## config.mk

```make
export PLATFORM = sky130hd
export DESIGN_NAME = seq_branch_predictor
export DESIGN_NICKNAME = d
export VERILOG_FILES = /design/src/rtl/seq_branch_predictor.sv
export SDC_FILE = /design/constraint.sdc
export NUM_CORES = 1
export LEC_CHECK = 0
export BUFFER_PORTS_ARGS = -buffer_cell sky130_fd_sc_hd__buf_2
export CAP_MARGIN = 20
export CORE_ASPECT_RATIO = 1.4
export CORE_MARGIN = 2
export CORE_UTILIZATION = 63
export CTS_BUF_LIST = sky130_fd_sc_hd__clkbuf_8
export DETAILED_ROUTE_END_ITERATION = 6
export GPL_TIMING_DRIVEN = 0
export MAX_ROUTING_LAYER = met4
export PLACE_DENSITY = 0.83
export SKIP_CTS_REPAIR_TIMING = 1
export SYNTH_ARGS = -nofsm -noshare
export SYNTH_HDL_FRONTEND = slang
export SYNTH_SLANG_ARGS = --single-unit
export TNS_END_PERCENT = 1
```

## constraint.sdc

```tcl
create_clock -name clk -period 6.9 [get_ports clk]
set_input_delay 1.725 -clock clk [delete_from_list [all_inputs] [get_ports clk]]
set_output_delay 1.725 -clock clk [all_outputs]
set_load 0.01 [all_outputs]
```

## src/rtl/seq_branch_predictor.sv

```systemverilog
// Fetch-side branch predictor: direct-mapped BTB with 2-bit saturating counters,
// misprediction detection against the EX-stage resolver, and an invalidation sweep.
module seq_branch_predictor #(
  parameter int unsigned ADDR_BIT  = 10,
  parameter int unsigned ENTRY_BIT = 4
) (
  input  logic                clk,
  input  logic                rst_n,
  input  logic [ADDR_BIT-1:0] pc_f,
  output logic                pred_taken,
  output logic [ADDR_BIT-1:0] pred_pc,
  input  logic                upd_en,
  input  logic [ADDR_BIT-1:0] upd_pc,
  input  logic                upd_is_branch,
  input  logic                upd_branched,
  input  logic                upd_jumped,
  input  logic [ADDR_BIT-1:0] upd_target,
  input  logic [ADDR_BIT-1:0] upd_pred_pc,
  output logic                mispredict,
  output logic [ADDR_BIT-1:0] fix_pc,
  input  logic                clr,
  output logic                busy,
  output logic [31:0]         stat_ctrl_cnt,
  output logic [31:0]         stat_miss_cnt
);

  localparam int unsigned ENTRIES = 2 ** ENTRY_BIT;
  localparam int unsigned TAG_BIT = ADDR_BIT - ENTRY_BIT;

  typedef enum logic {IDLE, CLEAR} state_t;

  state_t               state, state_next;
  logic [ENTRY_BIT-1:0] ptr, ptr_next;

  logic                valid  [ENTRIES];
  logic [TAG_BIT-1:0]  tag    [ENTRIES];
  logic [ADDR_BIT-1:0] target [ENTRIES];
  logic [1:0]          ctr    [ENTRIES];

  logic [ENTRY_BIT-1:0] idx, uidx;
  logic [TAG_BIT-1:0]   utag;
  logic                 hit, upd_hit, taken_act;
  logic [1:0]           ctr_inc, ctr_dec;

  // Lookup reads only registered table state: no same-cycle bypass from updates.
  always_comb begin
    idx        = pc_f[ENTRY_BIT-1:0];
    hit        = valid[idx] && (tag[idx] == pc_f[ADDR_BIT-1:ENTRY_BIT]);
    pred_taken = hit && ctr[idx][1] && (state == IDLE);
    pred_pc    = pred_taken ? target[idx] : pc_f + ADDR_BIT'(1);
  end

  always_comb begin
    taken_act  = upd_jumped | upd_branched;
    fix_pc     = taken_act ? upd_target : upd_pc + ADDR_BIT'(1);
    mispredict = upd_en && (fix_pc != upd_pred_pc);
  end

  always_comb begin
    uidx    = upd_pc[ENTRY_BIT-1:0];
    utag    = upd_pc[ADDR_BIT-1:ENTRY_BIT];
    upd_hit = valid[uidx] && (tag[uidx] == utag);
    ctr_inc = (ctr[uidx] == 2'b11) ? 2'b11 : ctr[uidx] + 2'b01;
    ctr_dec = (ctr[uidx] == 2'b00) ? 2'b00 : ctr[uidx] - 2'b01;
  end

  always_comb begin
    state_next = state;
    ptr_next   = ptr;
    unique case (state)
      IDLE: begin
        if (clr) begin
          state_next = CLEAR;
          ptr_next   = '0;
        end
      end
      CLEAR: begin
        ptr_next = ptr + ENTRY_BIT'(1);
        if (ptr == '1) state_next = IDLE;
      end
      default: state_next = IDLE;
    endcase
  end

  assign busy = (state == CLEAR);

  always_ff @(posedge clk or negedge rst_n) begin
    if (!rst_n) begin
      state <= IDLE;
      ptr   <= '0;
    end else begin
      state <= state_next;
      ptr   <= ptr_next;
    end
  end

  always_ff @(posedge clk or negedge rst_n) begin
    if (!rst_n) begin
      for (int unsigned i = 0; i < ENTRIES; i++) begin
        valid[i]  <= 1'b0;
        tag[i]    <= '0;
        target[i] <= '0;
        ctr[i]    <= '0;
      end
    end else if (state == CLEAR) begin
      valid[ptr] <= 1'b0;
    end else if (upd_en) begin
      if (upd_jumped) begin
        valid[uidx]  <= 1'b1;
        tag[uidx]    <= utag;
        target[uidx] <= upd_target;
        ctr[uidx]    <= 2'b11;
      end else if (upd_is_branch) begin
        if (upd_hit) begin
          if (upd_branched) begin
            ctr[uidx]    <= ctr_inc;
            target[uidx] <= upd_target;
          end else begin
            ctr[uidx] <= ctr_dec;
          end
        end else if (upd_branched) begin
          valid[uidx]  <= 1'b1;
          tag[uidx]    <= utag;
          target[uidx] <= upd_target;
          ctr[uidx]    <= 2'b10;
        end
      end else if (upd_hit) begin
        // A non-control instruction hitting the table means the entry is an alias.
        valid[uidx] <= 1'b0;
      end
    end
  end

  // Statistics keep counting through a sweep and are only cleared by reset.
  always_ff @(posedge clk or negedge rst_n) begin
    if (!rst_n) begin
      stat_ctrl_cnt <= '0;
      stat_miss_cnt <= '0;
    end else begin
      if (upd_en && (upd_is_branch || upd_jumped)) stat_ctrl_cnt <= stat_ctrl_cnt + 32'd1;
      if (mispredict) stat_miss_cnt <= stat_miss_cnt + 32'd1;
    end
  end

endmodule
```

After elaboration in Yosys (flattened, before gate mapping)
Cells that the tools add are included.
Widths: inputs -> output; s select.
- register bits after elaboration: 373
- input port bits: 47
- output and inout port bits: 87
- logic and storage cells: 185
- $add $sub $neg: 7
- magnitude comparators: 5
- equality and inequality tests: 8
- multiplexer cells: 63
- bitwise operators: 14
- reductions and logical operators: 20
- operators by type and width (kind ; number):
    $mux 160 ; 3
    $mux 96 ; 4
    $bwmux 160 ; 1
    $mux 32 ; 5
    $mux 16 ; 7
    $bwmux 96 ; 1
    $add 32x1->32 const B ; 2
    $bwmux 32 ; 2
    $mux 10 ; 5
    $and 16x16->16 ; 3
    $bmux 6 s4 ; 2
    $not 16->16 ; 3
    $bmux 10 s4 ; 1
    $demux 10 s4 ; 1
    $or 16x16->16 ; 2
    $or 32x32->32 ; 1
    $mux 6 ; 5
    $demux 6 s4 ; 1
    $add 10x1->10 const B ; 2
    $bmux 2 s4 ; 2
    $ge 5x5->1 const B ; 3
    $not 4->5 ; 3
    $mux 2 ; 7
    $eq 6x6->1 ; 2
    other kinds (26) ; 49

Depth between registers and ports, before layout
- depth in word-level cells: 12
- gate-level depth with buffers: 14
- mapped depth without buffers: 10

Worst setup path before layout
No wires, ideal clock.
- kind: input to output
- start: in pc_f[1]
- end: out pred_pc[1]
- data arrival time: 4.269 ns
- data required time: 5.175 ns
- slack: 0.906 ns
- stages: 8
- buffers on the path: 2
- cell sequence: clkbuf_1 clkbuf_1 mux4_2 mux4_2 xnor2_1 nand2_1 nor4_4 mux2_2
- word-level cells in the longest chain between the ends: 9
- elaborated cells between the ends (all ways): 19
- ends and longest elaborated chain (item ; line ; source):
    start, declared ; 9 ; input logic [ADDR_BIT-1:0] pc_f,
    $not 4->5 (implied by the code) ; 48, 49, 50 ;
    $bmux 6 s4 ; 48 ; hit = valid[idx] && (tag[idx] == pc_f[ADDR_BIT-1:ENTRY_BIT]);
    $mux 6 (implied by the code) (2 in series) ; 48 ;
    $eq 6x6->1 ; 48 ;
    $logic_and 1x1->1 ; 48 ;
    $logic_and 1x1->1 (2 in series) ; 49 ; pred_taken = hit && ctr[idx][1] && (state == IDLE);
    $mux 10 * ; 50 ; pred_pc = pred_taken ? target[idx] : pc_f + ADDR_BIT'(1);
    end, declared ; 11 ; output logic [ADDR_BIT-1:0] pred_pc,
Mark *: on every way between the ends. The rest lies on a longest branch, timed or not. The select of a mux whose other input is x is not followed.

Worst setup path in the final report
- start: in pc_f[1]
- end: out pred_pc[3]
The elaborated chain is that of the path after synthesis.

==> out/qor.csv <==
metric;value;unit
Worst EP required;5180;ps
nets@finish;1729;
initial antenna violation count;1;
initial DRC count;1277;
Final Non-Filler Cells;2103;
Critical Path End Type;output port;
Relative slew margins;25.4;%
cells after synthesis;1481;
final wirelength;53400;µm
DRT Pass-1 Iters;5;
Fillers;2063;
post-DP HPWL;37500;µm
Max FO, Critical Path;10;
pwr dens;264;nW/µm²
Num CTS Buffers;56;
row count;76;
Leak;10.5;nW
IO Pins;134;
clk_skew;24.8;ps
core area;30700;µm²
Worst-Skew Late Latency;630;ps
DP Area;20900;µm²
grt total ovfl;0;
Avg Cell Area, Syn;13.3;µm²
vias;13830;
max_cap viols;0;
synthesis-to-layout area growth;12.0;%
vias in the first global route;14299;
final critical-path required period;6810;ps
Placer Congestion;1.00;
H-tree depth;2;
clk sinks;373;
share of cells above drive strength 1;38.7;%
Die Wd;153;µm
RSZ-0062 raised after global routing;false;
die area;32600;µm²
register area share after synthesis;47.5;%
Synth warnings;0;
hold_ws;471;ps
largest net degree at the start of global routing;127;
total power;0.00581;W
top_reg_cell synth;dfrtp_1;
slew of the pin with the lowest slew margin;1120;ps
cell area after layout;22000;µm²
Hold Crit Class;register to register;
Reg clk slew, reported paths;60;ps
CTS tree;yes;
Die Ht;213;µm
Tcrit/Tclk final;98.7;%
mapped cell area;19600;µm²
Final TNS setup;0;ps
Placed Instances;2001;
post-synthesis register bit count;373;
Worst EP arrival;5080;ps
vias per cell;6.58;
status;finished, final reports clean;
DR DRC count;0;
Antenna Nets Post-Route;0;
Setup crit start kind;primary input;
Mapped Nets;1539;
class of the most critical setup path;primary input to output port;
Clock Path Buffers;3;
Starting Density;63.9;%
Port Buffers;127;
final setup violating endpoints;0;
clock root cell;clkbuf_8;
average wire per standard cell;25.4;µm
Final Hold Fails;0;
Netlist cell types;73;
Overall Global Routing Usage;34.2;%
Post-synth ARST share;100;%
Final Slew Violations;0;
Post-synth EDFFs;0;
Max Freq;147;MHz
Max VDD drop;0.000193;V
first-pass GRT wire length;82700;µm
-- critical path, cell delays in order --
cell and delay [ps]:
buf_2 100, clkbuf_1 440, clkbuf_1 580, mux4_2 430, mux4_2 530, xnor2_1 190, nand2_1 140, nor4_4 280
buf_12 180, mux2_2 350, buf_2 140
-- stage by stage --
stage / setup WS (ps) / util (%)
3_5_place_dp: -452 / 67.9
6_report: 90.1 / 71.6
2_1_floorplan: 906 / -
4_1_cts: -451 / 71.5
3_3_place_gp: -2860 / 67.6
5_1_grt: 22.4 / 71.6
-- cells in the mapped netlist (5+ instances only) --
| cell | n | area [µm²] |
|---|---|---|
| buf_2 | 16 | 80.1 |
| nor2b_1 | 6 | 37.5 |
| buf_6 | 5 | 56.3 |
| xor2_1 | 39 | 342 |
| nor4_1 | 6 | 37.5 |
| buf_1 | 29 | 109 |
| mux4_2 | 103 | 2320 |
| dfrtp_1 | 373 | 9330 |
| nor3_1 | 11 | 55.1 |
| mux2i_1 | 41 | 410 |
| nand3_1 | 59 | 295 |
| a211o_1 | 20 | 175 |
| and3_1 | 11 | 68.8 |
| nor2_1 | 50 | 188 |
| inv_1 | 34 | 128 |
| clkbuf_1 | 50 | 188 |
| mux4_1 | 9 | 236 |
| o21bai_2 | 10 | 113 |
| nand4_1 | 21 | 131 |
| a32o_1 | 16 | 160 |
| and4_1 | 6 | 52.6 |
| mux2_2 | 284 | 3200 |
| o21bai_1 | 5 | 37.5 |
| a22oi_1 | 6 | 45.0 |
| ha_1 | 11 | 138 |
| o21ai_0 | 33 | 165 |
| nand2_1 | 98 | 368 |
| xnor2_1 | 56 | 490 |
-- worst paths after layout --
path / from / endpoint / slack, ps / cells after the start
max in group asynchronous: rst_n / stat_miss_cnt[29] / 4880 / 2
worst min-delay path: stat_miss_cnt[31] / stat_miss_cnt[31] / 470 / 1
worst max register to register: tag[86] / tag[76] / 3230 / 8
min in group asynchronous: rst_n / stat_ctrl_cnt[18] / 1010 / 1
worst min register to register: stat_miss_cnt[31] / stat_miss_cnt[31] / 470 / 1
worst max-delay path: pc_f[1] / pred_pc[3] / 90 / 11
-- logic make-up (layout without fill, tap and decap cells) --
family                     after synthesis  in the layout  synth area share [%]
buffers and inverters                  142            373                  3.31
DFF                                    373            373                  47.5
adders and majority gates               12             12                 0.752
xor gates and xnor gates                97             97                  4.40
muxes                                  437            437                  31.4
and+or+nand+nor                        295            295                  7.52
other                                    0              1                     0
AOI/OAI and AO/OA                      125            125                  5.08
-- layer usage --
layer	global-route usage, %	vias up	wire, µm
met2	54.1	690	25900
met1	42.3	7061	20200
li1	-	5869	-
met5	-	-	0
met4	19.0	0	3290
met3	5.91	210	4050
-- power breakdown --
part	total, W	leakage (nW)	switching, W	internal, W
registers	0.00279	5.01	0.000264	0.00252
logic	0.00121	4.87	0.000602	0.000611
clock network	0.00181	0.654	0.000875	0.000937
total	0.00581	10.5	0.00174	0.00407
-- state kept, by name, summed over array words and instances, names as in the netlist, named ones only --
| name | count |
|---|---|
| ptr | 4 |
| target | 160 |
| busy | 1 |
| ctr | 32 |
| tag | 96 |
| stat_miss_cnt | 32 |
| stat_ctrl_cnt | 32 |
-- cells in the final DEF, fill, tap and decap left out, drive strengths merged, types with 39 or more instances in the layout --
master,count
dfrtp,373
nand3,60
mux2,284
xor2,39
buf,186
inv,55
xnor2,58
nand2,98
clkbuf,122
nor2,51
mux4,112
mux2i,41
-- layout make-up --
cell class	count	area (µm²)	area share, %
multi-input combinational	966	9650	43.9
sequential	373	9330	42.4
inverter	35	131	0.597
antenna	1	2.50	0.0114
timing repair buffer	132	763	3.47
clock buffer	69	950	4.32
buffer	107	522	2.37
clock inverter	30	156	0.711
tap	390	488	2.22
Note: power is estimated with default switching activity, not from simulation.
